## config.mk

```make
export PLATFORM = sky130hd
export DESIGN_NAME = control_unit
export DESIGN_NICKNAME = d
export VERILOG_FILES = /design/src/rtl/cpu_pkg.sv /design/src/rtl/ctrl_decode.sv /design/src/rtl/control_unit.sv
export SDC_FILE = /design/constraint.sdc
export NUM_CORES = 1
export LEC_CHECK = 0
export BUFFER_PORTS_ARGS = -buffer_cell sky130_fd_sc_hd__buf_4
export CAP_MARGIN = 20
export CORE_ASPECT_RATIO = 1.75
export CORE_MARGIN = 2
export CORE_UTILIZATION = 46
export CTS_BUF_LIST = sky130_fd_sc_hd__clkbuf_16
export CTS_CLUSTER_DIAMETER = 200
export DETAILED_ROUTE_END_ITERATION = 16
export HOLD_SLACK_MARGIN = 0.02
export PLACE_DENSITY = 0.78
export SYNTH_ARGS = -nofsm -noshare
export SYNTH_HDL_FRONTEND = slang
export SYNTH_SLANG_ARGS = --single-unit
```

## constraint.sdc

```tcl
create_clock -name clk -period 0.8 [get_ports clk]
set_input_delay 0.04 -clock clk [delete_from_list [all_inputs] [get_ports clk]]
set_output_delay 0.04 -clock clk [all_outputs]
set_load 0.03 [all_outputs]
```

## src/rtl/cpu_pkg.sv

```systemverilog
// Shared decode constants, ALU codes and the decoded-control bundle for the
// MIPS-I integer-subset pipeline.
package cpu_pkg;

    localparam int ALUOP_W = 4;
    localparam int REG_AW  = 5;

    // Primary opcodes (Instruction[31:26])
    localparam logic [5:0] OP_RTYPE = 6'h00;
    localparam logic [5:0] OP_J     = 6'h02;
    localparam logic [5:0] OP_JAL   = 6'h03;
    localparam logic [5:0] OP_BEQ   = 6'h04;
    localparam logic [5:0] OP_BNE   = 6'h05;
    localparam logic [5:0] OP_ADDI  = 6'h08;
    localparam logic [5:0] OP_ADDIU = 6'h09;
    localparam logic [5:0] OP_SLTI  = 6'h0A;
    localparam logic [5:0] OP_SLTIU = 6'h0B;
    localparam logic [5:0] OP_ANDI  = 6'h0C;
    localparam logic [5:0] OP_ORI   = 6'h0D;
    localparam logic [5:0] OP_XORI  = 6'h0E;
    localparam logic [5:0] OP_LUI   = 6'h0F;
    localparam logic [5:0] OP_LW    = 6'h23;
    localparam logic [5:0] OP_SW    = 6'h2B;

    // R-type function codes (Instruction[5:0])
    localparam logic [5:0] F_SLL  = 6'h00;
    localparam logic [5:0] F_SRL  = 6'h02;
    localparam logic [5:0] F_SRA  = 6'h03;
    localparam logic [5:0] F_JR   = 6'h08;
    localparam logic [5:0] F_ADD  = 6'h20;
    localparam logic [5:0] F_ADDU = 6'h21;
    localparam logic [5:0] F_SUB  = 6'h22;
    localparam logic [5:0] F_SUBU = 6'h23;
    localparam logic [5:0] F_AND  = 6'h24;
    localparam logic [5:0] F_OR   = 6'h25;
    localparam logic [5:0] F_XOR  = 6'h26;
    localparam logic [5:0] F_NOR  = 6'h27;
    localparam logic [5:0] F_SLT  = 6'h2A;
    localparam logic [5:0] F_SLTU = 6'h2B;

    // ALU operation codes
    localparam logic [ALUOP_W-1:0] ALU_ADD  = 4'd0;
    localparam logic [ALUOP_W-1:0] ALU_SUB  = 4'd1;
    localparam logic [ALUOP_W-1:0] ALU_AND  = 4'd2;
    localparam logic [ALUOP_W-1:0] ALU_OR   = 4'd3;
    localparam logic [ALUOP_W-1:0] ALU_XOR  = 4'd4;
    localparam logic [ALUOP_W-1:0] ALU_NOR  = 4'd5;
    localparam logic [ALUOP_W-1:0] ALU_SLT  = 4'd6;
    localparam logic [ALUOP_W-1:0] ALU_SLTU = 4'd7;
    localparam logic [ALUOP_W-1:0] ALU_SLL  = 4'd8;
    localparam logic [ALUOP_W-1:0] ALU_SRL  = 4'd9;
    localparam logic [ALUOP_W-1:0] ALU_SRA  = 4'd10;
    localparam logic [ALUOP_W-1:0] ALU_LUI  = 4'd11;

    // Branch / jump encodings
    localparam logic [1:0] BR_NONE    = 2'b00;
    localparam logic [1:0] BR_BEQ     = 2'b01;
    localparam logic [1:0] BR_BNE     = 2'b10;
    localparam logic [1:0] JMP_NONE   = 2'b00;
    localparam logic [1:0] JMP_TARGET = 2'b01;
    localparam logic [1:0] JMP_REG    = 2'b10;

    localparam logic [REG_AW-1:0] REG_LINK = 5'd31;

    // Decoded control bundle; all-zero is a pipeline bubble.
    typedef struct packed {
        logic               reg_write;
        logic [REG_AW-1:0]  write_reg;
        logic [REG_AW-1:0]  read_reg1;
        logic [REG_AW-1:0]  read_reg2;
        logic               alu_src;
        logic [ALUOP_W-1:0] alu_op;
        logic [4:0]         shamt;
        logic [31:0]        imm_ext;
        logic               mem_read;
        logic               mem_write;
        logic               mem_to_reg;
        logic [1:0]         branch;
        logic [1:0]         jump;
        logic               link;
        logic               illegal;
    } ctrl_t;

    function automatic logic [31:0] sign_ext16(input logic [15:0] imm);
        return {{16{imm[15]}}, imm};
    endfunction

    function automatic logic [31:0] zero_ext16(input logic [15:0] imm);
        return {16'h0000, imm};
    endfunction

endpackage

```

## src/rtl/ctrl_decode.sv

```systemverilog
// Pure combinational instruction decoder producing the control bundle.
module ctrl_decode
    import cpu_pkg::*;
(
    input  logic [31:0] instruction,
    output ctrl_t       ctrl
);

    logic [5:0]        opcode;
    logic [5:0]        funct;
    logic [REG_AW-1:0] rs;
    logic [REG_AW-1:0] rt;
    logic [REG_AW-1:0] rd;
    logic [4:0]        sh;
    logic [15:0]       imm;

    assign opcode = instruction[31:26];
    assign rs     = instruction[25:21];
    assign rt     = instruction[20:16];
    assign rd     = instruction[15:11];
    assign sh     = instruction[10:6];
    assign funct  = instruction[5:0];
    assign imm    = instruction[15:0];

    ctrl_t c;
    logic  bad;

    // Decode opcode/funct into control fields, then apply illegal and r0 overrides
    always_comb begin
        c           = '0;
        bad         = 1'b0;
        c.read_reg1 = rs;
        c.read_reg2 = rt;

        case (opcode)
            OP_RTYPE: begin
                c.write_reg = rd;
                c.reg_write = 1'b1;
                c.alu_src   = 1'b0;
                case (funct)
                    F_ADD, F_ADDU: c.alu_op = ALU_ADD;
                    F_SUB, F_SUBU: c.alu_op = ALU_SUB;
                    F_AND:         c.alu_op = ALU_AND;
                    F_OR:          c.alu_op = ALU_OR;
                    F_XOR:         c.alu_op = ALU_XOR;
                    F_NOR:         c.alu_op = ALU_NOR;
                    F_SLT:         c.alu_op = ALU_SLT;
                    F_SLTU:        c.alu_op = ALU_SLTU;
                    F_SLL: begin
                        c.alu_op = ALU_SLL;
                        c.shamt  = sh;
                    end
                    F_SRL: begin
                        c.alu_op = ALU_SRL;
                        c.shamt  = sh;
                    end
                    F_SRA: begin
                        c.alu_op = ALU_SRA;
                        c.shamt  = sh;
                    end
                    F_JR: begin
                        c.jump      = JMP_REG;
                        c.reg_write = 1'b0;
                    end
                    default: bad = 1'b1;
                endcase
            end
            OP_ADDI, OP_ADDIU, OP_SLTI, OP_SLTIU,
            OP_ANDI, OP_ORI, OP_XORI, OP_LUI, OP_LW: begin
                c.write_reg = rt;
                c.reg_write = 1'b1;
                c.alu_src   = 1'b1;
                c.imm_ext   = sign_ext16(imm);
                case (opcode)
                    OP_SLTI:  c.alu_op = ALU_SLT;
                    OP_SLTIU: c.alu_op = ALU_SLTU;
                    OP_ANDI: begin
                        c.alu_op  = ALU_AND;
                        c.imm_ext = zero_ext16(imm);
                    end
                    OP_ORI: begin
                        c.alu_op  = ALU_OR;
                        c.imm_ext = zero_ext16(imm);
                    end
                    OP_XORI: begin
                        c.alu_op  = ALU_XOR;
                        c.imm_ext = zero_ext16(imm);
                    end
                    OP_LUI: begin
                        c.alu_op  = ALU_LUI;
                        c.imm_ext = {imm, 16'h0000};
                    end
                    OP_LW: begin
                        c.alu_op     = ALU_ADD;
                        c.mem_read   = 1'b1;
                        c.mem_to_reg = 1'b1;
                    end
                    default: c.alu_op = ALU_ADD;
                endcase
            end
            OP_SW: begin
                c.write_reg = rt;
                c.alu_src   = 1'b1;
                c.alu_op    = ALU_ADD;
                c.imm_ext   = sign_ext16(imm);
                c.mem_write = 1'b1;
            end
            OP_BEQ, OP_BNE: begin
                // Compare rs against rt, so B comes from the register file
                c.write_reg = rt;
                c.alu_src   = 1'b0;
                c.alu_op    = ALU_SUB;
                c.imm_ext   = sign_ext16(imm);
                c.branch    = (opcode == OP_BEQ) ? BR_BEQ : BR_BNE;
            end
            OP_J: begin
                c.jump = JMP_TARGET;
            end
            OP_JAL: begin
                c.jump      = JMP_TARGET;
                c.link      = 1'b1;
                c.reg_write = 1'b1;
                c.write_reg = REG_LINK;
            end
            default: bad = 1'b1;
        endcase

        // Unknown encodings collapse to a flagged bubble with no side effects
        if (bad) begin
            c           = '0;
            c.read_reg1 = rs;
            c.read_reg2 = rt;
            c.illegal   = 1'b1;
        end

        // r0 is hardwired, so never request a write to it
        if (c.write_reg == '0) begin
            c.reg_write = 1'b0;
        end

        ctrl = c;
    end

endmodule

```

## src/rtl/control_unit.sv

```systemverilog
// ID stage: decodes the instruction and holds the result in the ID/EX register
// with stall (hold) and flush (bubble) control.
module control_unit
    import cpu_pkg::*;
(
    input  logic               clk,
    input  logic               rst_n,
    input  logic [31:0]        instruction,
    input  logic               stall,
    input  logic               flush,
    output logic               reg_write,
    output logic [REG_AW-1:0]  write_reg,
    output logic [REG_AW-1:0]  read_reg1,
    output logic [REG_AW-1:0]  read_reg2,
    output logic               alu_src,
    output logic [ALUOP_W-1:0] alu_op,
    output logic [4:0]         shamt,
    output logic [31:0]        imm_ext,
    output logic               mem_read,
    output logic               mem_write,
    output logic               mem_to_reg,
    output logic [1:0]         branch,
    output logic [1:0]         jump,
    output logic               link,
    output logic               illegal
);

    ctrl_t dec_ctrl;
    ctrl_t ctrl_d;
    ctrl_t ctrl_q;

    ctrl_decode u_decode (
        .instruction (instruction),
        .ctrl        (dec_ctrl)
    );

    // Next ID/EX contents: flush beats stall beats a fresh decode
    always_comb begin
        ctrl_d = dec_ctrl;
        if (flush) begin
            ctrl_d = '0;
        end else if (stall) begin
            ctrl_d = ctrl_q;
        end
    end

    // ID/EX pipeline register, cleared to a bubble on reset
    always_ff @(posedge clk or negedge rst_n) begin
        if (!rst_n) begin
            ctrl_q <= '0;
        end else begin
            ctrl_q <= ctrl_d;
        end
    end

    assign reg_write  = ctrl_q.reg_write;
    assign write_reg  = ctrl_q.write_reg;
    assign read_reg1  = ctrl_q.read_reg1;
    assign read_reg2  = ctrl_q.read_reg2;
    assign alu_src    = ctrl_q.alu_src;
    assign alu_op     = ctrl_q.alu_op;
    assign shamt      = ctrl_q.shamt;
    assign imm_ext    = ctrl_q.imm_ext;
    assign mem_read   = ctrl_q.mem_read;
    assign mem_write  = ctrl_q.mem_write;
    assign mem_to_reg = ctrl_q.mem_to_reg;
    assign branch     = ctrl_q.branch;
    assign jump       = ctrl_q.jump;
    assign link       = ctrl_q.link;
    assign illegal    = ctrl_q.illegal;

endmodule

```

==> metrics.cfg, run 1 <==
[run_status]
status = complete, but fails checks
violations = setup timing

[floorplan]
rows = 40
initial_core_util_pct = 46.9
die-area_um2 = 7640
die_x_um = 66.9
die-height_um = 114
coreArea_um2 = 6810
ios = 103

[grt]
grt_antenna_before_repair = 0
grt_use_met3_pct = 6.29
grt_use_met2_pct = 56.7
grtUsageTotal_pct = 33.5
met1_usage_pct = 36.7
grt_pass1_wl_um = 19000
grt_max_degree = 31
top_usage_layer = met2
grt_pass1_vias = 3762
overflow = 0

[power]
p_leak_nw = 2.93
cell_internal_pwr_mw = 6.83
p_sw_share_pct = 26.4
p_per_area_nw_per_um2 = 1630
power_frac_seq_pct = 37.3
power_frac_comb_pct = 15.9
power.share.clock_pct = 46.8
switchingPower_mw = 2.45
peakVddDrop_uv = 1380
power_mw = 9.28

[synthesis]
synth_nets = 355
syn_area_per_cell_um2 = 10.0
yosys.area.top_type = dfrtp_1
synth_top_area_share_pct = 51.8
muxShareOfSynthArea_pct = 3.14
synth_cells = 319
synth_ff_type = dfrtp_1
synth-xor-area-share_pct = 0.275
netlist_area_um2 = 3190
yosysSeqAreaShare_pct = 51.8
ys_ff_latch = 66
synth-compound-area-share_pct = 20.1
synth-simple-area-share_pct = 19.8
synth_cell_types = 48
ys_async_sr_fraction_pct = 100
synth_warnings = 0
synth_top_family_by_area = compound AO/OA/AOI/OAI gates
synthAdderAreaFrac_pct = 0
ys_top_cells_by_area = dfrtp_1 (52%), a22o_1 (7.4%), nand2_1 (4.5%)
synth_edf_count = 0

[setup_path]
crit_fanout = 10
cp-startpoint = instruction[31]
worstSetupPathType = in2reg
r2r_slack_ns = -0.14
r2r-start = read_reg2[2]$_DFFE_PN0P_
r2r_cells = 3
startpoint_type = input port
crit_arrival_ns = 1.91
critPathCaptureType = register
crit_required_ns = 1.09
setup.worst_path.end = imm_ext[30]$_DFFE_PN0P_
regToRegEndpoint = read_reg2[2]$_DFFE_PN0P_

[cts]
clkLatencyLatePin_ns = 0.34
cts_tree = yes
clock_sinks = 66
ctsLongestPathBuffers = 2
root_buffer = clkbuf_16
cts.clk_slew.worst_paths_ns = 0.06
numCtsBuffers = 9
htree_num_levels = 3

[timing]
skew_ns = 0
fmax_mhz = 616
timing.hold.ws_ns = 0.0371
rsz0062_at_grt = yes
drv_slew = 0
maxSlewHeadroom_pct = 59.7
worstMarginPinSlew_ns = 0.601
fin_crit_ns = 1.62
setup_slack_ns = -0.823
setup_viol = 126
setup-tns-final_ns = -46.94
fin_crit_sh_pct = 203
hold_viol = 0

[route]
wirelength_um = 13000
routed-via-count = 3727
drtIter0Drc = 420
dr.pass1.iters = 6
wl_per_cell_um = 21.5
vias_per_cell = 6.17
route.detailed.drc = 0
ant_nets = 0

[layout]
area.growth.synth_to_final_pct = 78.1
largest_reg_flops = 32
final_net_count = 551
drive_gt1_share_pct = 52.3
n_antenna_cell = 0
stdcell_area_um2 = 5680
final_util_pct = 83.5
stdcell_count = 604

[placement]
place_area_um2 = 4560
placed_cells = 541
post-place-ws_ns = -1.14
io_buffers = 102
gp_congestion = 0.867
hpwl_um = 7090

[min_path]
hold_path.class = in2reg

[flow_run]
drv_cap = 0

-- metal layers --
metal  wire length [µm]  vias to the layer above
met3                815                       99
li1                   -                     1563
met4                981                        0
met5                  0                        -
met1               4260                     1810
met2               6920                      255
-- cells by family (layout without fill, tap and decap cells) --
| kind of cell | Yosys count | after routing |
|---|---|---|
| buf+inv | 32 | 232 |
| xor+xnor | 1 | 1 |
| compound gates | 88 | 88 |
| mux | 10 | 10 |
| flops | 66 | 66 |
| simple gates | 122 | 123 |
-- power groups by stage --
stage / Combinational (mW) / Clock (mW) / Sequential (mW)
floorplan: 0.421 / 0 / 3.63
global placement: 1.18 / 0 / 3.50
detailed placement: 1.20 / 0 / 3.50
CTS: 1.37 / 4.23 / 3.46
global route: 1.56 / 4.46 / 3.46
finish: 1.48 / 4.34 / 3.46
-- cells in the final DEF, fill, tap and decap left out, types with 10 or more instances in the layout --
| cell | synthesis | final |
|---|---|---|
| a22o_1 | 27 | 27 |
| buf_4 | 2 | 119 |
| dfrtp_1 | 66 | 56 |
| nand2_1 | 38 | 36 |
| dlygate4sd3_1 | 0 | 15 |
| nand3_2 | 1 | 15 |
| nor2_1 | 23 | 19 |
| o21ai_0 | 24 | 15 |
| buf_6 | 3 | 74 |
| dfrtp_2 | 0 | 10 |
-- final cells by class --
cell class              count  area (µm²)
clock buffers               9         225
clock inverters             7        93.8
fillers                   344        1130
inverters                   4        15.0
multi-input cells         222        1620
flip-flops and latches     66        1660
well taps                  84         105
repair buffers            212        1960
-- worst min-delay path by stage --
stage / end / cells past startpoint / startpoint / slack, ns
2_1_floorplan: alu_op[0]$_DFFE_PN0P_ / 0 / rst_n / -0.26
3_3_place_gp: jump[0]$_DFFE_PN0P_ / 1 / rst_n / -0.11
3_5_place_dp: mem_write$_DFFE_PN0P_ / 1 / rst_n / -0.11
4_1_cts: imm_ext[12]$_DFFE_PN0P_ / 3 / instruction[12] / 0.03
5_1_grt: imm_ext[14]$_DFFE_PN0P_ / 3 / instruction[14] / 0.04
6_report: imm_ext[1]$_DFFE_PN0P_ / 3 / instruction[1] / 0.04
-- timing repair --
item / in CTS / in global routing
gates cloned: 1 / 0
pin swaps: 7 / 14
hold endpoints to repair: 86 / 0
setup endpoints to repair: 123 / 126
hold buffers: 15 / 0
resized for setup: 93 / 15
setup buffers: 20 / 12
-- cell usage after synthesis (all sizes together) (2+ instances only) --
cell	n
dfrtp	66
nand2	38
a22o	27
o21ai	24
nor2	23
clkbuf	17
nand3	16
buf	11
and3	10
mux2i	10
a21oi	9
a32o	6
a221o	5
nor2b	5
nor3	5
inv	4
nand2b	4
o22ai	4
and3b	3
nand3b	3
nor4	3
or3	3
a31oi	2
and2	2
nor3b	2
or2	2
-- worst max-delay path: stages --
cell and delay, ns:
buf_4 0.12, buf_4 0.12, buf_4 0.17, nor3b_4 0.24, nand2_2 0.10, nor2_2 0.15
a21oi_1 0.09, nor4_2 0.39, buf_4 0.23, o21ai_0 0.16, nand3_2 0.09
(Power assumes the default switching activity.)
==> run 2, diff against run 1 <==
--- a/config.mk
+++ b/config.mk
@@ -9,12 +9,12 @@
 export CAP_MARGIN = 20
 export CORE_ASPECT_RATIO = 1.75
 export CORE_MARGIN = 2
-export CORE_UTILIZATION = 46
+export CORE_UTILIZATION = 55
 export CTS_BUF_LIST = sky130_fd_sc_hd__clkbuf_16
 export CTS_CLUSTER_DIAMETER = 200
 export DETAILED_ROUTE_END_ITERATION = 16
 export HOLD_SLACK_MARGIN = 0.02
-export PLACE_DENSITY = 0.78
+export PLACE_DENSITY = 0.88
 export SYNTH_ARGS = -nofsm -noshare
 export SYNTH_HDL_FRONTEND = slang
 export SYNTH_SLANG_ARGS = --single-unit
==> constraint.sdc (replaced) <==
create_clock -name clk -period 2.1 [get_ports clk]
set_input_delay 0.105 -clock clk [delete_from_list [all_inputs] [get_ports clk]]
set_output_delay 0.105 -clock clk [all_outputs]
set_load 0.03 [all_outputs]
==> run 2 against run 1 <==
Sequential power decreased by 62%. Via count decreased by 18%. Critical path depth down 4. Routed wire length fell by 28%. The run now ends clean. Global-route usage fell by 2.6 points. Critical endpoint is now imm_ext[10]$_DFFE_PN0P_. Highest routed layer unchanged. Clock power shrank 63%.
==> metrics.cfg, run 2 (synthesis results as in run 1) <==
[run_status]
status = finished clean

[cts]
clock_sinks = 66
cts_tree = yes
clkLatencyLatePin_ns = 0.32
postCtsSetupRepairBufs = 0
ctsHoldBuffers = 6
postCtsResizedCells = 0
root_buffer = clkbuf_16
htree_num_levels = 3
cts.clk_slew.worst_paths_ns = 0.06
numCtsBuffers = 9
ctsLongestPathBuffers = 2

[grt]
grt_pass1_vias = 3166
grt_max_degree = 67
grt_antenna_before_repair = 0
grtUsageTotal_pct = 30.8
overflow = 0
grt_pass1_wl_um = 15000

[layout]
stdcell_count = 510
final_net_count = 465
layout_commonest_cell = buf_4
n_antenna_cell = 0
layout_common_cells = buf_4 (121), dfrtp_1 (66), nand2_1 (38)
largest_reg_flops = 32
stdcell_area_um2 = 4440
drive_gt1_share_pct = 33.4
area.growth.synth_to_final_pct = 39.3
fillers = 372

[setup_path]
r2r-start = read_reg2[4]$_DFFE_PN0P_
startpoint_type = input port
r2r_slack_ns = 1.30
critPathCaptureType = register
worstSetupPathType = in2reg
cp-startpoint = instruction[1]
crit_arrival_ns = 2.22
r2r_cells = 2
crit_fanout = 16
regToRegEndpoint = read_reg2[4]$_DFFE_PN0P_
crit_required_ns = 2.36

[route]
routed-via-count = 3070
wl_met2_um = 4970
met1_length_um = 3360
drtIter0Drc = 245
vias_per_cell = 6.02
wl_per_cell_um = 18.4
route.detailed.drc = 0
top_layer_used = met4
wirelength_um = 9370
dr.pass1.iters = 5
ant_nets = 0
met3WireLength_um = 528

[timing]
setup_viol = 0
drv_slew = 0
timing.hold.ws_ns = 0.0227
hold_viol = 0
worstMarginPinSlew_ns = 0.802
fin_crit_sh_pct = 93.6
rsz0062_at_grt = no
skew_ns = 0
fmax_mhz = 509
maxSlewHeadroom_pct = 46.5
fin_crit_ns = 1.96

[min_path]
hold_end = imm_ext[7]$_DFFE_PN0P_
hp-start = instruction[7]
min_path_cells = 2
hold_path.class = in2reg

[floorplan]
die-height_um = 105
rows = 36
die-area_um2 = 6450
coreArea_um2 = 5590
die_x_um = 61.6
initial_core_util_pct = 57.1
ios = 103

[placement]
place_area_um2 = 4060
placed_cells = 488
hpwl_um = 6530
gp_congestion = 0.860
io_buffers = 102

[power]
cell_internal_pwr_mw = 2.50
power.share.clock_pct = 48.7
power_frac_seq_pct = 39.5
p_per_area_nw_per_um2 = 747
p_sw_share_pct = 24.7
power_frac_comb_pct = 11.8
peakVddDrop_uv = 851
p_leak_nw = 2.31
switchingPower_uw = 820

[flow_run]
drv_cap = 0

==> run 2: cell types whose count changed in the layout (fill, tap and decap cells not counted), sizes merged <==
cell	previous run	this run
nand3	17	16
clkinvlp	1	0
clkinv	2	3
dlygate4sd3	15	6
buf	197	121
==> run 2: power by group through the flow <==
stage               Clock (mW)  Combinational, mW  Sequential, mW
floorplan                    0              0.153            1.38
global placement             0              0.369            1.33
detailed placement           0              0.377            1.33
CTS                       1.63              0.389            1.31
global route              1.68              0.421            1.31
finish                    1.62              0.393            1.31
==> run 2: metrics by stage <==
stage / worst slack, ns / power [mW] / TNS, ns / util (%)
2_1_floorplan: 0.101 / 1.53 / 0 / -
3_3_place_gp: -0.0786 / 1.70 / -1.23 / 72.7
3_5_place_dp: -0.163 / 1.71 / -2.13 / 72.7
4_1_cts: 0.166 / 3.32 / 0 / 79.6
5_1_grt: 0.0349 / 3.42 / 0 / 79.6
6_report: 0.135 / 3.32 / 0 / 79.6
==> run 2: cell type report <==
type	instances	area [µm²]	share of cell area, %
Inverter	4	15.0	0.338
Tap cell	76	95.1	2.14
Timing Repair Buffer	127	968	21.8
Multi-Input combinational cell	221	1390	31.2
Clock inverter	7	100	2.25
Clock buffer	9	225	5.07
Sequential cell	66	1650	37.2
==> run 2: worst max path at each step <==
stage	to	slack [ns]	depth (start not counted)
detailed placement	imm_ext[10]$_DFFE_PN0P_	-0.16	7
global placement	imm_ext[6]$_DFFE_PN0P_	-0.08	7
finish	imm_ext[10]$_DFFE_PN0P_	0.14	7
floorplan	imm_ext[10]$_DFFE_PN0P_	0.10	9
CTS	imm_ext[10]$_DFFE_PN0P_	0.17	7
global route	imm_ext[10]$_DFFE_PN0P_	0.03	7
==> run 2: per-layer routing <==
layer | track usage [%] | vias to the layer above
met5 | 0 | -
met4 | 21.9 | 0
met3 | 5.57 | 36
met2 | 48.5 | 160
met1 | 35.8 | 1491
li1 | - | 1383
==> run 2: critical path, stage by stage <==
cell and delay [ns]:
buf_4 0.11, or3_1 0.40, or3_1 0.35, o2111ai_1 0.16, and3b_4 0.25, and3_1 0.60
a22o_1 0.25
